<file path="config.mk">
export PLATFORM = sky130hd
export DESIGN_NAME = mc_seq
export DESIGN_NICKNAME = d
export VERILOG_FILES = /design/src/rtl/mc_seq.sv
export SDC_FILE = /design/constraint.sdc
export NUM_CORES = 1
export LEC_CHECK = 0
export ABC_AREA = 1
export CAP_MARGIN = 20
export CORE_MARGIN = 2
export CORE_UTILIZATION = 55
export DETAILED_ROUTE_END_ITERATION = 6
export PLACE_DENSITY_LB_ADDON = 0.05
export SYNTH_ARGS = -nofsm -noshare
export SYNTH_HDL_FRONTEND = slang
export SYNTH_SLANG_ARGS = --single-unit
</file>
<file path="constraint.sdc">
create_clock -name clk -period 2.9 [get_ports clk]
set_clock_uncertainty 0.2 [all_clocks]
set_input_delay 0.29 -clock clk [delete_from_list [all_inputs] [get_ports clk]]
set_output_delay 0.29 -clock clk [all_outputs]
set_load 0.05 [all_outputs]
</file>
<file path="src/rtl/mc_seq.sv">
// Multi-cycle instruction sequencer for the MIPS datapath.
// Each instruction passes through FETCH / DECODE / EXEC / MEM / WB. The
// sequencer drives the register and memory enables for each step. It runs a
// req/ack handshake to data memory, with a timeout that traps into ERR. It
// also keeps counters of retired instructions and of active cycles.
// ALUOp, EXTOp, ASel and BSel still come from the separate ctrl block.
module mc_seq #(
    parameter int MEM_TIMEOUT = 15,
    parameter int CNT_W       = 32
) (
    input  logic             clk,
    input  logic             reset,
    input  logic             run,
    input  logic [5:0]       opcode,
    input  logic [5:0]       funct,
    input  logic             zero,
    input  logic             dm_ack,
    output logic             pc_wr,
    output logic [1:0]       pc_src,
    output logic             ir_wr,
    output logic             ab_wr,
    output logic             alu_out_wr,
    output logic             mdr_wr,
    output logic             dm_req,
    output logic             dm_we,
    output logic             rf_wr,
    output logic [1:0]       wd_sel,
    output logic [1:0]       gpr_sel,
    output logic [2:0]       state,
    output logic             instr_done,
    output logic             bus_err,
    output logic [CNT_W-1:0] instr_cnt,
    output logic [CNT_W-1:0] cyc_cnt
);

    typedef enum logic [2:0] {
        S_IDLE   = 3'd0,
        S_FETCH  = 3'd1,
        S_DECODE = 3'd2,
        S_EXEC   = 3'd3,
        S_MEM    = 3'd4,
        S_WB     = 3'd5,
        S_ERR    = 3'd6
    } state_t;

    localparam logic [5:0] OP_RTYPE = 6'b000000;
    localparam logic [5:0] OP_J     = 6'b000010;
    localparam logic [5:0] OP_JAL   = 6'b000011;
    localparam logic [5:0] OP_BEQ   = 6'b000100;
    localparam logic [5:0] OP_BNE   = 6'b000101;
    localparam logic [5:0] OP_ADDIU = 6'b001001;
    localparam logic [5:0] OP_SLTI  = 6'b001010;
    localparam logic [5:0] OP_ORI   = 6'b001101;
    localparam logic [5:0] OP_LUI   = 6'b001111;
    localparam logic [5:0] OP_LW    = 6'b100011;
    localparam logic [5:0] OP_SW    = 6'b101011;
    localparam logic [5:0] FN_JR    = 6'b001000;

    // pc_src encodings
    localparam logic [1:0] PC_SEQ    = 2'd0;
    localparam logic [1:0] PC_BRANCH = 2'd1;
    localparam logic [1:0] PC_JUMP   = 2'd2;
    localparam logic [1:0] PC_REG    = 2'd3;

    // wd_sel / gpr_sel encodings
    localparam logic [1:0] WD_ALU  = 2'd0;
    localparam logic [1:0] WD_MDR  = 2'd1;
    localparam logic [1:0] WD_LINK = 2'd2;
    localparam logic [1:0] GS_RD   = 2'd0;
    localparam logic [1:0] GS_RT   = 2'd1;
    localparam logic [1:0] GS_RA   = 2'd2;

    // Value the wait counter holds in the last MEM cycle allowed without an ack
    localparam logic [7:0]       TMO_LAST = 8'(MEM_TIMEOUT - 1);
    localparam logic [CNT_W-1:0] CNT_ONE  = CNT_W'(1);

    state_t     cur;
    state_t     nxt;
    logic [7:0] tmo_cnt;
    logic       tmo_clr;
    logic       tmo_inc;
    logic       tmo_fire;

    // Instruction class decode from the IR fields
    logic is_rtype;
    logic is_j;
    logic is_jal;
    logic is_beq;
    logic is_bne;
    logic is_jr;
    logic is_ialu;
    logic is_lw;
    logic is_sw;

    assign is_rtype = (opcode == OP_RTYPE);
    assign is_j     = (opcode == OP_J);
    assign is_jal   = (opcode == OP_JAL);
    assign is_beq   = (opcode == OP_BEQ);
    assign is_bne   = (opcode == OP_BNE);
    assign is_jr    = is_rtype && (funct == FN_JR);
    assign is_ialu  = (opcode == OP_ADDIU) || (opcode == OP_SLTI) ||
                      (opcode == OP_ORI)   || (opcode == OP_LUI);
    assign is_lw    = (opcode == OP_LW);
    assign is_sw    = (opcode == OP_SW);

    assign state = cur;

    // State register
    always_ff @(posedge clk) begin
        if (reset) begin
            cur <= S_IDLE;
        end else begin
            cur <= nxt;
        end
    end

    // MEM wait counter: cleared on the way into MEM, counts cycles without an ack
    always_ff @(posedge clk) begin
        if (reset) begin
            tmo_cnt <= 8'd0;
        end else if (tmo_clr) begin
            tmo_cnt <= 8'd0;
        end else if (tmo_inc) begin
            tmo_cnt <= tmo_cnt + 8'd1;
        end
    end

    // Sticky bus error, set when a MEM access runs out of wait cycles
    always_ff @(posedge clk) begin
        if (reset) begin
            bus_err <= 1'b0;
        end else if (tmo_fire) begin
            bus_err <= 1'b1;
        end
    end

    // Retired-instruction and active-cycle counters, both free-running and wrapping
    always_ff @(posedge clk) begin
        if (reset) begin
            instr_cnt <= '0;
            cyc_cnt   <= '0;
        end else begin
            if (instr_done) begin
                instr_cnt <= instr_cnt + CNT_ONE;
            end
            if ((cur != S_IDLE) && (cur != S_ERR)) begin
                cyc_cnt <= cyc_cnt + CNT_ONE;
            end
        end
    end

    // Next-state and enable decode; an instruction end picks FETCH or IDLE from run
    always_comb begin
        nxt        = cur;
        pc_wr      = 1'b0;
        pc_src     = PC_SEQ;
        ir_wr      = 1'b0;
        ab_wr      = 1'b0;
        alu_out_wr = 1'b0;
        mdr_wr     = 1'b0;
        dm_req     = 1'b0;
        dm_we      = 1'b0;
        rf_wr      = 1'b0;
        wd_sel     = WD_ALU;
        gpr_sel    = GS_RD;
        instr_done = 1'b0;
        tmo_clr    = 1'b0;
        tmo_inc    = 1'b0;
        tmo_fire   = 1'b0;

        case (cur)
            S_IDLE: begin
                if (run) begin
                    nxt = S_FETCH;
                end
            end

            S_FETCH: begin
                ir_wr  = 1'b1;
                pc_wr  = 1'b1;
                pc_src = PC_SEQ;
                nxt    = S_DECODE;
            end

            S_DECODE: begin
                ab_wr = 1'b1;
                if (is_j || is_jal) begin
                    pc_wr      = 1'b1;
                    pc_src     = PC_JUMP;
                    instr_done = 1'b1;
                    if (is_jal) begin
                        // PC already holds PC+4 from FETCH, which is the link value
                        rf_wr   = 1'b1;
                        wd_sel  = WD_LINK;
                        gpr_sel = GS_RA;
                    end
                end else begin
                    nxt = S_EXEC;
                end
            end

            S_EXEC: begin
                alu_out_wr = 1'b1;
                if (is_beq) begin
                    pc_wr      = zero;
                    pc_src     = PC_BRANCH;
                    instr_done = 1'b1;
                end else if (is_bne) begin
                    pc_wr      = ~zero;
                    pc_src     = PC_BRANCH;
                    instr_done = 1'b1;
                end else if (is_jr) begin
                    pc_wr      = 1'b1;
                    pc_src     = PC_REG;
                    instr_done = 1'b1;
                end else if (is_rtype || is_ialu) begin
                    nxt = S_WB;
                end else if (is_lw || is_sw) begin
                    tmo_clr = 1'b1;
                    nxt     = S_MEM;
                end else begin
                    // Unknown opcode: retire as a nop with no architectural writes
                    instr_done = 1'b1;
                end
            end

            S_MEM: begin
                dm_req = 1'b1;
                dm_we  = is_sw;
                if (dm_ack) begin
                    if (is_sw) begin
                        instr_done = 1'b1;
                    end else begin
                        mdr_wr = 1'b1;
                        nxt    = S_WB;
                    end
                end else if (tmo_cnt == TMO_LAST) begin
                    tmo_fire = 1'b1;
                    nxt      = S_ERR;
                end else begin
                    tmo_inc = 1'b1;
                end
            end

            S_WB: begin
                rf_wr      = 1'b1;
                instr_done = 1'b1;
                wd_sel     = is_lw ? WD_MDR : WD_ALU;
                gpr_sel    = is_rtype ? GS_RD : GS_RT;
            end

            S_ERR: begin
                nxt = S_ERR;
            end

            default: begin
                nxt = S_IDLE;
            end
        endcase

        // run is only looked at between instructions, never mid-instruction
        if (instr_done) begin
            nxt = run ? S_FETCH : S_IDLE;
        end
    end

endmodule
</file>
==> results.json <==
{
  "n_fill_cell": 728,
  "rsz0062_at_grt": "no",
  "ios": 100,
  "ys_ff_latch": 76,
  "synth_nets": 730,
  "holdBufCountCts": 0,
  "dp_hpwl_um": 9110,
  "place_congestion": 0.973,
  "grt_pass1_wl_um": 19400,
  "synth_cells": 707,
  "multi_input_area_um2": 2630,
  "ant_nets": 0,
  "die_w_um": 95.1,
  "synth.area.top_cells": "dfxtp_1, nand2_1, nor2_1",
  "busiest_layer": "met2",
  "endpoint_kind": "output port",
  "fin_nets": 829,
  "grt.overflow.total": 0,
  "vias": 4831,
  "final_cell_mix": "nand2_1, nor2_1, clkdlybuf4s50_1",
  "seq_area_frac_synth_pct": 33.4,
  "finalSetupViolations": 0,
  "drt_first_pass_iters": 6,
  "hold_violations": 0,
  "regArea_um2": 1520,
  "drt-total-wl_um": 12000,
  "vdd_drop_max_mv": 0.400,
  "yosys.cell_types.count": 38,
  "io_buffers": 99,
  "crit_path_max_fanout": 10,
  "placed_area_um2": 5640,
  "area_growth_pct": 27.9,
  "cts_root_buffer": "clkbuf_8",
  "layout-drive-gt1-share_pct": 7.53,
  "startpoint": "state[2]",
  "grt_max_degree": 46,
  "synth_edf_count": 0,
  "clock_sinks": 76,
  "cap_violations": 0,
  "total_power_uw": 2670,
  "grt_pass1_vias": 4423,
  "cts_buffer_depth": 2,
  "crit_type": "reg2out",
  "antenna_found_initial": 0,
  "fin_crit_ns": 2.77,
  "fmax_mhz": 361,
  "stdcell_count": 915,
  "synth_area_um2": 4560,
  "vias_per_cell": 5.28,
  "ys.flop_type": "dfxtp_1",
  "cts_buffers": 9,
  "yosys.area.top_type": "dfxtp_1",
  "ys_warn_count": 0,
  "cts_setup_buffers": 0,
  "setup_slack_ns": 0.131,
  "cts_tree": "built",
  "grtUsageMet2_pct": 46.1,
  "layout_commonest_cell": "nand2_1",
  "yosysTopAreaCellShare_pct": 33.4,
  "grt_usage_pct": 26.5,
  "p_leak_uw": 0.00209,
  "fp.dieH_um": 95.1,
  "diodes": 0,
  "outcome": "finished clean",
  "relSlewSlack_pct": 59.6,
  "worst_pin_slew_ns": 0.601,
  "core-area_um2": 8130,
  "drc_errors": 0,
  "dp.cells": 900,
  "drv_slew": 0,
  "initialDrtViolationCount": 233,
  "final_cell_area_um2": 5840,
  "p_per_area_nw_per_um2": 458,
  "rows": 33,
  "r2r-start": "state[2]",
  "drt-wirelength-per-cell_um": 13.1,
  "grtUsageMet3_pct": 4.11,
  "min_path_type": "reg2reg",
  "ctsResizeCount": 0,
  "synthArstFlopShare_pct": 0,
  "finish.utilization_pct": 71.8,
  "holdCritStartpoint": "cyc_cnt[31]",
  "critPathArrivalTime_ns": 2.28,
  "final.period_utilization_pct": 95.5,
  "startpoint_type": "register",
  "start_util_pct": 56.1,
  "use_met1_pct": 34.1,
  "clk_latency_ns": 0.35,
  "crit_required_ns": 2.41,
  "synth.avg_cell_area_um2": 6.45,
  "place_ws_ns": 0.237,
  "path_clk_slew_ns": 0.09,
  "htreeDepth": 3,
  "dieArea_um2": 9040
}
-- report_power, final --
part	switching, uW	internal, uW	total [uW]
clock network	417	400	817
logic	505	239	744
registers	41.0	1070	1110
-- routing by layer --
metal / wire length, um / part of all wire (%)
met2: 5760 / 48
met1: 5410 / 45
met3: 683 / 5.7
met5: 0 / 0
met4: 162 / 1.3
-- cell usage after synthesis, types with 2 or more instances --
cell and instances:
nand2_1 191, buf_6 7, nand3b_1 4, nand3_1 34
nor3_1 34, nor2_4 2, nand3_2 3, nor2_1 102
o21a_1 2, a31oi_1 3, nand4_1 15, a21oi_1 56
ha_1 6, clkinv_1 2, xnor2_1 8, nand2_2 5
inv_1 71, inv_2 4, dfxtp_1 76, xor2_1 29
or2_2 3, clkbuf_1 7, o21ai_0 21, buf_4 2
nor2_2 4, nor3b_1 4
-- area by class of cell --
cell class	count	area share [%]
Multi-Input combinational cell	535	45.0
Clock inverter	6	1.22
Sequential cell	76	26.1
Inverter	78	5.04
Timing Repair Buffer	106	18.3
Clock buffer	9	2.12
Tap cell	105	2.25
-- critical path, stage by stage (launching register included) --
cell and delay [ns]:
dfxtp_1 0.62, nand2_2 0.18, inv_2 0.10, nand2_1 0.07, a21oi_1 0.13, clkdlybuf4s50_1 0.82
-- cells by family after synthesis --
kind of cell               after synthesis  synth area share (%)
and+or+nand+nor                        405                  38.6
DFF                                     76                  33.4
xor gates and xnor gates                37                  7.10
buffers and inverters                   96                  9.30
AOI/OAI and AO/OA                       87                  10.0
adders and majority gates                6                  1.65
-- sequential cells by signal, summed over array words and instances, names as in the netlist --
register	flops
instr_cnt	32
tmo_cnt	8
state	3
bus_err	1
cyc_cnt	32
-- path summary, 6_finish.rpt --
check / slack [ns] / to / depth (start not counted)
setup / recovery: 0.13 / mdr_wr / 5
hold / removal: 0.27 / cyc_cnt[31] / 2
setup reg to reg: 0.49 / cyc_cnt[24] / 10
hold reg to reg: 0.27 / cyc_cnt[31] / 2
-- metrics by stage --
step,hold WS [ns],setup TNS [ns]
2_1_floorplan,0.253,-0.293
3_3_place_gp,0.251,0
3_5_place_dp,0.258,0
4_1_cts,0.270,0
5_1_grt,0.293,0
6_report,0.269,0
Note: power is estimated with default switching activity, not from simulation.
